<file path="src/rtl/rgb_ycbcr_pipe.sv">
`default_nettype none
// ============================================================================
//  Module      : rgb_ycbcr_pipe
//  Description : Three-stage RGB -> YCbCr (full-range BT.601, 8 fractional
//                coefficient bits) converter with valid/ready flow control,
//                aligned sideband and a saturating clamp-event counter.
//  Revision    : 1.0 - initial release
// ============================================================================
module rgb_ycbcr_pipe #(
    parameter int DATA_W = 8,   // channel width, legal range 8..12
    parameter int USER_W = 2,   // sideband width carried with each pixel
    parameter int CNT_W  = 16   // clamp-event counter width
) (
    input  logic              clk,
    input  logic              rst,
    input  logic              in_valid,
    output logic              in_ready,
    input  logic [DATA_W-1:0] in_r,
    input  logic [DATA_W-1:0] in_g,
    input  logic [DATA_W-1:0] in_b,
    input  logic [USER_W-1:0] in_user,
    output logic              out_valid,
    input  logic              out_ready,
    output logic [DATA_W-1:0] out_y,
    output logic [DATA_W-1:0] out_cb,
    output logic [DATA_W-1:0] out_cr,
    output logic [USER_W-1:0] out_user,
    input  logic              sat_clr,
    output logic [CNT_W-1:0]  sat_cnt
);

    // Signed working width: an unsigned channel times an 8-bit coefficient,
    // summed three ways plus the chroma offset, never reaches 2^(DATA_W+10).
    localparam int SW = DATA_W + 11;

    // Coefficient set (scaled by 256)
    localparam logic signed [SW-1:0] C_YR  = SW'(77);
    localparam logic signed [SW-1:0] C_YG  = SW'(150);
    localparam logic signed [SW-1:0] C_YB  = SW'(29);
    localparam logic signed [SW-1:0] C_CBR = SW'(-43);
    localparam logic signed [SW-1:0] C_CBG = SW'(-85);
    localparam logic signed [SW-1:0] C_CBB = SW'(128);
    localparam logic signed [SW-1:0] C_CRR = SW'(128);
    localparam logic signed [SW-1:0] C_CRG = SW'(-107);
    localparam logic signed [SW-1:0] C_CRB = SW'(-21);

    // Rounding constant (half an LSB after the >>8) and chroma mid-scale offset
    localparam logic signed [SW-1:0] C_RND = SW'(128);
    localparam logic signed [SW-1:0] C_OFS = SW'(2 ** (DATA_W + 7));

    // Largest representable output code
    localparam logic signed [SW-1:0] C_MAX     = SW'(2 ** DATA_W - 1);
    localparam logic [CNT_W-1:0]     C_CNT_MAX = {CNT_W{1'b1}};

    // ------------------------------------------------------------------------
    // Flow control: the whole pipe moves as one shift register. It may move
    // whenever the output slot is empty or is being drained this cycle, so
    // bubbles travel with the data instead of being squeezed out.
    // ------------------------------------------------------------------------
    logic w_en;
    logic out_valid_q;

    assign w_en      = out_ready || !out_valid_q;
    assign in_ready  = w_en;
    assign out_valid = out_valid_q;

    // ------------------------------------------------------------------------
    // Stage 1: nine products
    // ------------------------------------------------------------------------
    logic signed [SW-1:0] w_r;
    logic signed [SW-1:0] w_g;
    logic signed [SW-1:0] w_b;
    logic signed [SW-1:0] prod_d [0:8];
    logic signed [SW-1:0] prod_q [0:8];
    logic                 valid1_q;
    logic [USER_W-1:0]    user1_q;

    // Zero-extend the channels and form every coefficient product
    always_comb begin
        w_r       = SW'(in_r);
        w_g       = SW'(in_g);
        w_b       = SW'(in_b);
        prod_d[0] = w_r * C_YR;
        prod_d[1] = w_g * C_YG;
        prod_d[2] = w_b * C_YB;
        prod_d[3] = w_r * C_CBR;
        prod_d[4] = w_g * C_CBG;
        prod_d[5] = w_b * C_CBB;
        prod_d[6] = w_r * C_CRR;
        prod_d[7] = w_g * C_CRG;
        prod_d[8] = w_b * C_CRB;
    end

    // Capture products, valid and sideband when the pipe advances
    always_ff @(posedge clk) begin
        if (rst) begin
            valid1_q <= 1'b0;
            user1_q  <= '0;
            for (int i = 0; i < 9; i++) begin
                prod_q[i] <= '0;
            end
        end else if (w_en) begin
            valid1_q <= in_valid;
            user1_q  <= in_user;
            for (int i = 0; i < 9; i++) begin
                prod_q[i] <= prod_d[i];
            end
        end
    end

    // ------------------------------------------------------------------------
    // Stage 2: three sums with offset and rounding folded in
    // ------------------------------------------------------------------------
    logic signed [SW-1:0] sum_y_d;
    logic signed [SW-1:0] sum_cb_d;
    logic signed [SW-1:0] sum_cr_d;
    logic signed [SW-1:0] sum_y_q;
    logic signed [SW-1:0] sum_cb_q;
    logic signed [SW-1:0] sum_cr_q;
    logic                 valid2_q;
    logic [USER_W-1:0]    user2_q;

    // Accumulate each output channel from its three products
    always_comb begin
        sum_y_d  = prod_q[0] + prod_q[1] + prod_q[2] + C_RND;
        sum_cb_d = prod_q[3] + prod_q[4] + prod_q[5] + C_OFS + C_RND;
        sum_cr_d = prod_q[6] + prod_q[7] + prod_q[8] + C_OFS + C_RND;
    end

    // Register the sums alongside their valid bit and sideband
    always_ff @(posedge clk) begin
        if (rst) begin
            valid2_q <= 1'b0;
            user2_q  <= '0;
            sum_y_q  <= '0;
            sum_cb_q <= '0;
            sum_cr_q <= '0;
        end else if (w_en) begin
            valid2_q <= valid1_q;
            user2_q  <= user1_q;
            sum_y_q  <= sum_y_d;
            sum_cb_q <= sum_cb_d;
            sum_cr_q <= sum_cr_d;
        end
    end

    // ------------------------------------------------------------------------
    // Stage 3: arithmetic shift, clamp to [0, 2^DATA_W-1], output registers
    // ------------------------------------------------------------------------

    // Returns {clamped_flag, clamped_value} for one accumulated sum
    function automatic logic [DATA_W:0] shift_clamp(input logic signed [SW-1:0] s);
        logic signed [SW-1:0] sh;
        sh = s >>> 8;
        if (sh[SW-1]) begin
            shift_clamp = {1'b1, {DATA_W{1'b0}}};
        end else if (sh > C_MAX) begin
            shift_clamp = {1'b1, {DATA_W{1'b1}}};
        end else begin
            shift_clamp = {1'b0, sh[DATA_W-1:0]};
        end
    endfunction

    logic [DATA_W:0]   y_d;
    logic [DATA_W:0]   cb_d;
    logic [DATA_W:0]   cr_d;
    logic              sat_any_d;
    logic [DATA_W-1:0] out_y_q;
    logic [DATA_W-1:0] out_cb_q;
    logic [DATA_W-1:0] out_cr_q;
    logic [USER_W-1:0] out_user_q;
    logic [CNT_W-1:0]  sat_cnt_q;

    // Clamp each channel and note whether any of them hit a rail
    always_comb begin
        y_d       = shift_clamp(sum_y_q);
        cb_d      = shift_clamp(sum_cb_q);
        cr_d      = shift_clamp(sum_cr_q);
        sat_any_d = y_d[DATA_W] | cb_d[DATA_W] | cr_d[DATA_W];
    end

    // Output register; holds while the sink stalls a valid pixel
    always_ff @(posedge clk) begin
        if (rst) begin
            out_valid_q <= 1'b0;
            out_user_q  <= '0;
            out_y_q     <= '0;
            out_cb_q    <= '0;
            out_cr_q    <= '0;
        end else if (w_en) begin
            out_valid_q <= valid2_q;
            out_user_q  <= user2_q;
            out_y_q     <= y_d[DATA_W-1:0];
            out_cb_q    <= cb_d[DATA_W-1:0];
            out_cr_q    <= cr_d[DATA_W-1:0];
        end
    end

    // Count clamped pixels as they land in the output register; the counter
    // sticks at full scale and a clear overrides a coincident increment
    always_ff @(posedge clk) begin
        if (rst) begin
            sat_cnt_q <= '0;
        end else if (sat_clr) begin
            sat_cnt_q <= '0;
        end else if (w_en && valid2_q && sat_any_d && (sat_cnt_q != C_CNT_MAX)) begin
            sat_cnt_q <= sat_cnt_q + 1'b1;
        end
    end

    assign out_y    = out_y_q;
    assign out_cb   = out_cb_q;
    assign out_cr   = out_cr_q;
    assign out_user = out_user_q;
    assign sat_cnt  = sat_cnt_q;

endmodule
`default_nettype wire

</file>
<file path="config.mk">
export PLATFORM = sky130hd
export DESIGN_NAME = rgb_ycbcr_pipe
export DESIGN_NICKNAME = d
export VERILOG_FILES = /design/src/rtl/rgb_ycbcr_pipe.sv
export SDC_FILE = /design/constraint.sdc
export NUM_CORES = 1
export LEC_CHECK = 0
export ABC_AREA = 1
export BUFFER_PORTS_ARGS = -buffer_cell sky130_fd_sc_hd__buf_2
export CAP_MARGIN = 20
export CORE_MARGIN = 1.5
export CORE_UTILIZATION = 35
export DETAILED_ROUTE_END_ITERATION = 6
export GPL_TIMING_DRIVEN = 0
export PLACE_DENSITY = 0.59
export SLEW_MARGIN = 20
export SYNTH_ARGS = -nofsm -noshare
export SYNTH_HDL_FRONTEND = slang
export SYNTH_SLANG_ARGS = --single-unit
</file>
<file path="constraint.sdc">
create_clock -name clk -period 4.1 [get_ports clk]
set_input_delay 0.205 -clock clk [delete_from_list [all_inputs] [get_ports clk]]
set_output_delay 0.205 -clock clk [all_outputs]
set_load 0.005 [all_outputs]
</file>
Word-level counts from Yosys, hierarchy flattened. Memories as Yosys holds them, arrays and structs flattened. Cells that the tools add are included.

Add/sub/neg operators: 12. $mul: 7. Order comparisons: 3. Eq/ne operators: 1. Muxes and demuxes: 20. Bitwise logic cells: 11. Reduce and logical (&&, ||, !) cells: 6.

Operators by type and width (number): $mux 19 (9); $add 19x19->19 (6); $add 19x9->19 const B (3); $mux 9 (6); $add 19x17->19 const B (2); $mul 9x8->17 const B (2); $gt 11x9->1 const B (3); $mul 8x7->15 const B (2); $add 16x1->16 const B (1); $mul 9x7->16 const B (1); $ne 16x16->1 const B (1); $mul 9x6->15 const B (1); $mul 8x5->13 const B (1); $or 1x1->1 (11); $mux 1 (5); $logic_and 1x1->1 (3); $reduce_or 2->1 (1); $logic_not 1->1 (1); $logic_or 1x1->1 (1).

Register bits: 106. RAM bits: 171. Bits of input ports: 31. Output and inout bits: 44. Logic and storage cells: 74. Memories: 1.

Memory list: prod_q (words 9, width 19, rd ports 9, clocked after Yosys merged registers in 0, write ports 9, RTL line 74) `logic signed [SW-1:0] prod_q [0:8];`.

Longest topological paths before layout.
Depth in word-level cells: 7. Depth in mapped cells: 17. Mapped depth without buffers: 17.

Worst setup path before layout. Ideal clock, no wire load.

Kind: in2reg. Start point: input in_g[1]. End point: memory prod_q[0][91] (netlist name), data pin. Library setup time: 259 ps. Arrival: 3229 ps. Required time: 3841 ps. Path slack: 612 ps. Cell stages on the path: 15. Path through: inv_1 > ha_1 > fa_1 > fa_1 > inv_1 > fa_1 > inv_1 > ha_1 > a21oi_1 > o21a_1 > o21ai_0 > nand2_1 > nand2_1 > o21ai_0 > a21oi_1.

RTL lines: start: declaration (RTL line 19) `input logic [DATA_W-1:0] in_g,`; end: declaration (RTL line 74).

==> results by stage <==
Cells and area:
- The post-route cell area is 19820 um2.
- The post-synthesis to final-layout area growth is 10.55%.
- At the end of the flow the core is filled with cells to 39.34%.
- The share of final-layout standard cells stronger than drive strength 1 is under 10%.
- The multi-input logic area is 11550 um2.
- The layout has 5105 filler cells.
- The sequential cells in the finished layout cover a total of 4985 um2.
- The repair_antennas step left the layout with diodes totalling 0.
- After the last flow step, the layout net total stands at 2674.

STA:
- Setup repair after global routing left no endpoint under its margin.
- Static timing analysis puts the maximum clock frequency at 0.2699 GHz.
- The slew at the pin closest to its max-slew limit is 0.8329 ns.
- Setup violations remaining at the end of the flow were counted as 0.
- The final critical path takes up ~90% of the cycle.
- The final max-slew violation count is 0.
- After layout, the minimum clock period comes to 3.705 ns.
- The final-report hold violation count came to 0.
- On the final layout, the worst hold slack is ~0.11 ns.
- Measured against its own limit, the worst slew margin works out to 44.48%.
- Between clock sinks in the finished design, the worst skew comes to 0.01288 ns.

Setup path:
- The flop-to-flop setup slack is about 1.4 ns.
- The longest individual stage delay on the worst path is 0.54 ns.
- The data required time at the worst endpoint is around 4.3 ns.
- Along the worst path, the maximum fanout reaches 9.
- The path type of the worst setup path is primary input to register.
- The worst register-to-register path has a depth of 10.
- In this run the number of cells on the critical path is 12.
- The sort of element at the start of the critical path is a primary input.
- The worst path buffer plus inverter count is 3.
- Counting stages on the worst path, the most repeated cell is fa_1.
- The library cell contributing the largest single delay on the critical path is fa_1.
- STA classifies the critical path endpoint as a register.
- The critical path arrival is between 3 and 4 ns.
- Traced cell by cell, the critical path runs through buf_2 -> inv_1 -> ha_1 -> fa_1 -> fa_1 -> fa_1 -> inv_1 -> ha_1 -> a21oi_1 -> a21boi_0 -> o21bai_1 -> o21a_1.
- The gate family responsible for the most delay along the worst path is adder cells.

GRT:
- The first-pass GRT wire length is 72170 um.
- The via count of the first global-routing pass is 13.84k.
- The initial antenna violation count came to 1.
- The aggregate global routing overflow is 0.
- The overall fraction of global-route tracks in use is 17.68%.
- The maximum number of pins on one net before global-route repair is 84.

Logic synthesis:
- The area fraction of the dominant cell type after synthesis is 25.40%.
- The warning count from the yosys run is 0.
- The part of the Yosys area used for sequential elements is between 20% and 30%.
- In the synthesized netlist the dominant register cell turns out to be edfxtp_1.
- In this run, distinct cell masters in the synthesized netlist total 48.
- The most frequent cell after synthesis is nand2_1.
- The instance count of the mapped netlist is 2082.
- Yosys attributes the largest share of cell area to ha_1, edfxtp_1, fa_1, dfxtp_1, nand2_1.
- The biggest area consumer among synthesized cells is ha_1.
- The number of nets in the synthesized netlist is 2576.
- For this run, asynchronously set or reset flops after synthesis account for 0%.
- The average instance in the mapped netlist occupies 8.611 um2.
- Counting flops with a built-in enable in the synthesized netlist gives 112.
- The commonest cells after synthesis are nand2_1, ha_1, inv_1, a21oi_1, nor2_1.
- The synthesized design contains 193 register bits.
- The area of the mapped netlist is 17930 um2.

Floorplanning:
- The core region is 50380 um2.
- The initial utilization of the core area, before any placement, comes to between 30% and 40%.
- The die covers 52590 um2.
- 75 I/O pins were placed.
- The horizontal die dimension is around 230 um.
- The cell row count is 82.
- The die is about 230 um tall.

Pwr:
- The register share of total power is 27.1%.
- The cell-internal power is 5665 uW.
- Combinational cells account for 56.4% of the total power.
- In this run the power density over the cells is about 530 nW/um2.
- The leakage power is 0.01022 uW.
- The switching power share of the total is approximately 46%.
- The net switching power of the design is 4827 uW.
- The overall power is 10490 uW.
- The clock share of power is 16.5%.
- The worst-case IR drop observed on VDD is 372.9 uV.

CTS:
- The H-tree depth reported by CTS is 4.
- The clock net in this run drives a total of 193 sinks.
- The maximum clock insertion buffer count is 2.
- TritonCTS built the clock tree.
- CTS placed an instance of clkbuf_16 at the clock tree root.
- The post-CTS resize count is 0.
- TritonCTS created 17 clock buffers.
- After clock tree synthesis, the clock-pin slew on the worst setup and hold paths is 0.08 ns.
- Buffers added to address setup during post-CTS repair amount to 0.
- The insertion delay of the later-clocked pin in the worst-skew pair is 0.49 ns.
- The post-cts hold buffer count is 4.

Job:
- Max-cap violations in this run came to 0.

Detailed routing:
- The via density per instance is 4.887.
- The detailed router's first-iteration violation count is 724.
- The average wire length per cell after detail routing is 15.83 um.
- After detailed routing, the number of remaining DRC violations is 0.
- The remaining antenna violation count after routing is 0.
- The routed wire length is 45340 um.
- The final route contains 14.00k vias.
- The number of detailed-routing iterations run before antenna repair is 5.

Hold path:
- The cell depth of the worst min-delay path is 4.
- The class of the tightest hold or removal check is primary input to register.

Placement:
- The wire-length estimate of the detail-placed layout is 38100 um.
- The instance area at placement is approximately 19000 um2.
- The placer congestion estimate is 0.8994.
- The count of input and output buffers is 74.

Run status:
- The flow ran to the end, and the final reports show no timing, DRC or antenna violations.
per-stage QoR:
| step | cells | setup slack, ns | TNS, ns |
|---|---|---|---|
| after detailed placement | 2829 | -0.03773 | -0.07130 |
| final | 2865 | 0.3954 | 0 |
| after floorplan | 2082 | 0.6120 | 0 |
| after global placement | 2828 | -0.4225 | -46.98 |
| after CTS | 2865 | 0.4807 | 0 |
| after global routing | 2865 | 0.2211 | 0 |
placed cells by master, fill, tap and decap left out, types with 3 or more instances in the layout:
| cell | synthesis | final |
|---|---|---|
| a21oi_1 | 180 | 180 |
| ha_1 | 364 | 364 |
| inv_2 | 5 | 5 |
| o21a_1 | 14 | 14 |
| inv_1 | 320 | 319 |
| a31oi_1 | 8 | 8 |
| edfxtp_1 | 112 | 112 |
| fa_1 | 99 | 99 |
| nor2_1 | 145 | 145 |
| clkbuf_1 | 3 | 3 |
| clkbuf_16 | 0 | 19 |
| dlygate4sd3_1 | 0 | 4 |
| a21boi_0 | 4 | 4 |
| nand3_1 | 92 | 92 |
| buf_6 | 5 | 5 |
| nand4_1 | 13 | 13 |
| xor2_1 | 4 | 4 |
| o22ai_1 | 3 | 3 |
| o2111ai_1 | 4 | 4 |
| o21ai_2 | 3 | 3 |
| o21bai_1 | 23 | 23 |
| a21o_1 | 11 | 11 |
| o21ai_1 | 3 | 3 |
| nor3_1 | 18 | 18 |
| buf_2 | 11 | 85 |
| inv_8 | 0 | 3 |
| dfxtp_1 | 81 | 81 |
| clkbuf_2 | 5 | 5 |
| o21ai_0 | 129 | 129 |
| inv_6 | 0 | 5 |
| nand2_1 | 393 | 393 |
power by group through the flow:
stage               registers, uW  logic [uW]  clock network, uW
finish                       2840        5910               1730
global route                 2900        6860               1850
CTS                          2860        5960               1790
detailed placement           2900        5890                  0
global placement             2890        5840                  0
floorplan                    2830        4400                  0
worst paths after layout:
kind,from,endpoint
worst max register to register,prod_q[0][121]$_SDFFCE_PN0P_,sum_cr_q[8]$_SDFFE_PP0N_
worst min register to register,out_cb[3]$_SDFFE_PP0N_,out_cb[3]$_SDFFE_PP0N_
worst max-delay path,in_g[4],prod_q[0][144]$_SDFFCE_PN0P_
worst min-delay path,sat_clr,sat_cnt[2]$_SDFFE_PP0P_
logic make-up (layout without fill, tap and decap cells):
| logic type | count (synthesis) | in the layout | share of synthesized area, % |
|---|---|---|---|
| compound gates | 390 | 390 | 11.98 |
| xor+xnor | 6 | 6 | 0.2931 |
| fa+ha+maj | 463 | 463 | 36.46 |
| buf+inv | 352 | 463 | 7.746 |
| flops | 193 | 193 | 27.80 |
| simple gates | 678 | 678 | 15.72 |
tightest hold or removal path, cell delays in order:
cell	delay [ns]
buf_2	0.08
nor2_1	0.13
nand2_1	0.11
a31oi_1	0.04
sequential cells by signal, indices dropped and copies added (netlist names), 2 cells and up:
register and flops:
out_cb 8, out_user 2, prod_q 112, user2_q 2
user1_q 2, out_y 8, sum_cr_q 11, out_cr 8
sum_cb_q 11, sum_y_q 10, sat_cnt 16
layout make-up:
type / count / share of cell area (%)
multi-input cells: 1537 / 58.30
flip-flops and latches: 193 / 25.15
inverters: 326 / 6.212
well taps: 672 / 4.242
clock buffers: 19 / 2.399
repair buffers: 79 / 2.210
plain buffers: 26 / 0.8207
clock inverters: 13 / 0.6629
per-layer routing:
layer	wire length (um)	GRT usage [%]
met1	21660	23.26
met2	20320	28.33
met3	1884	3.822
met4	1483	6.723
met5	0	0
Note: power is estimated with default switching activity, not from simulation.
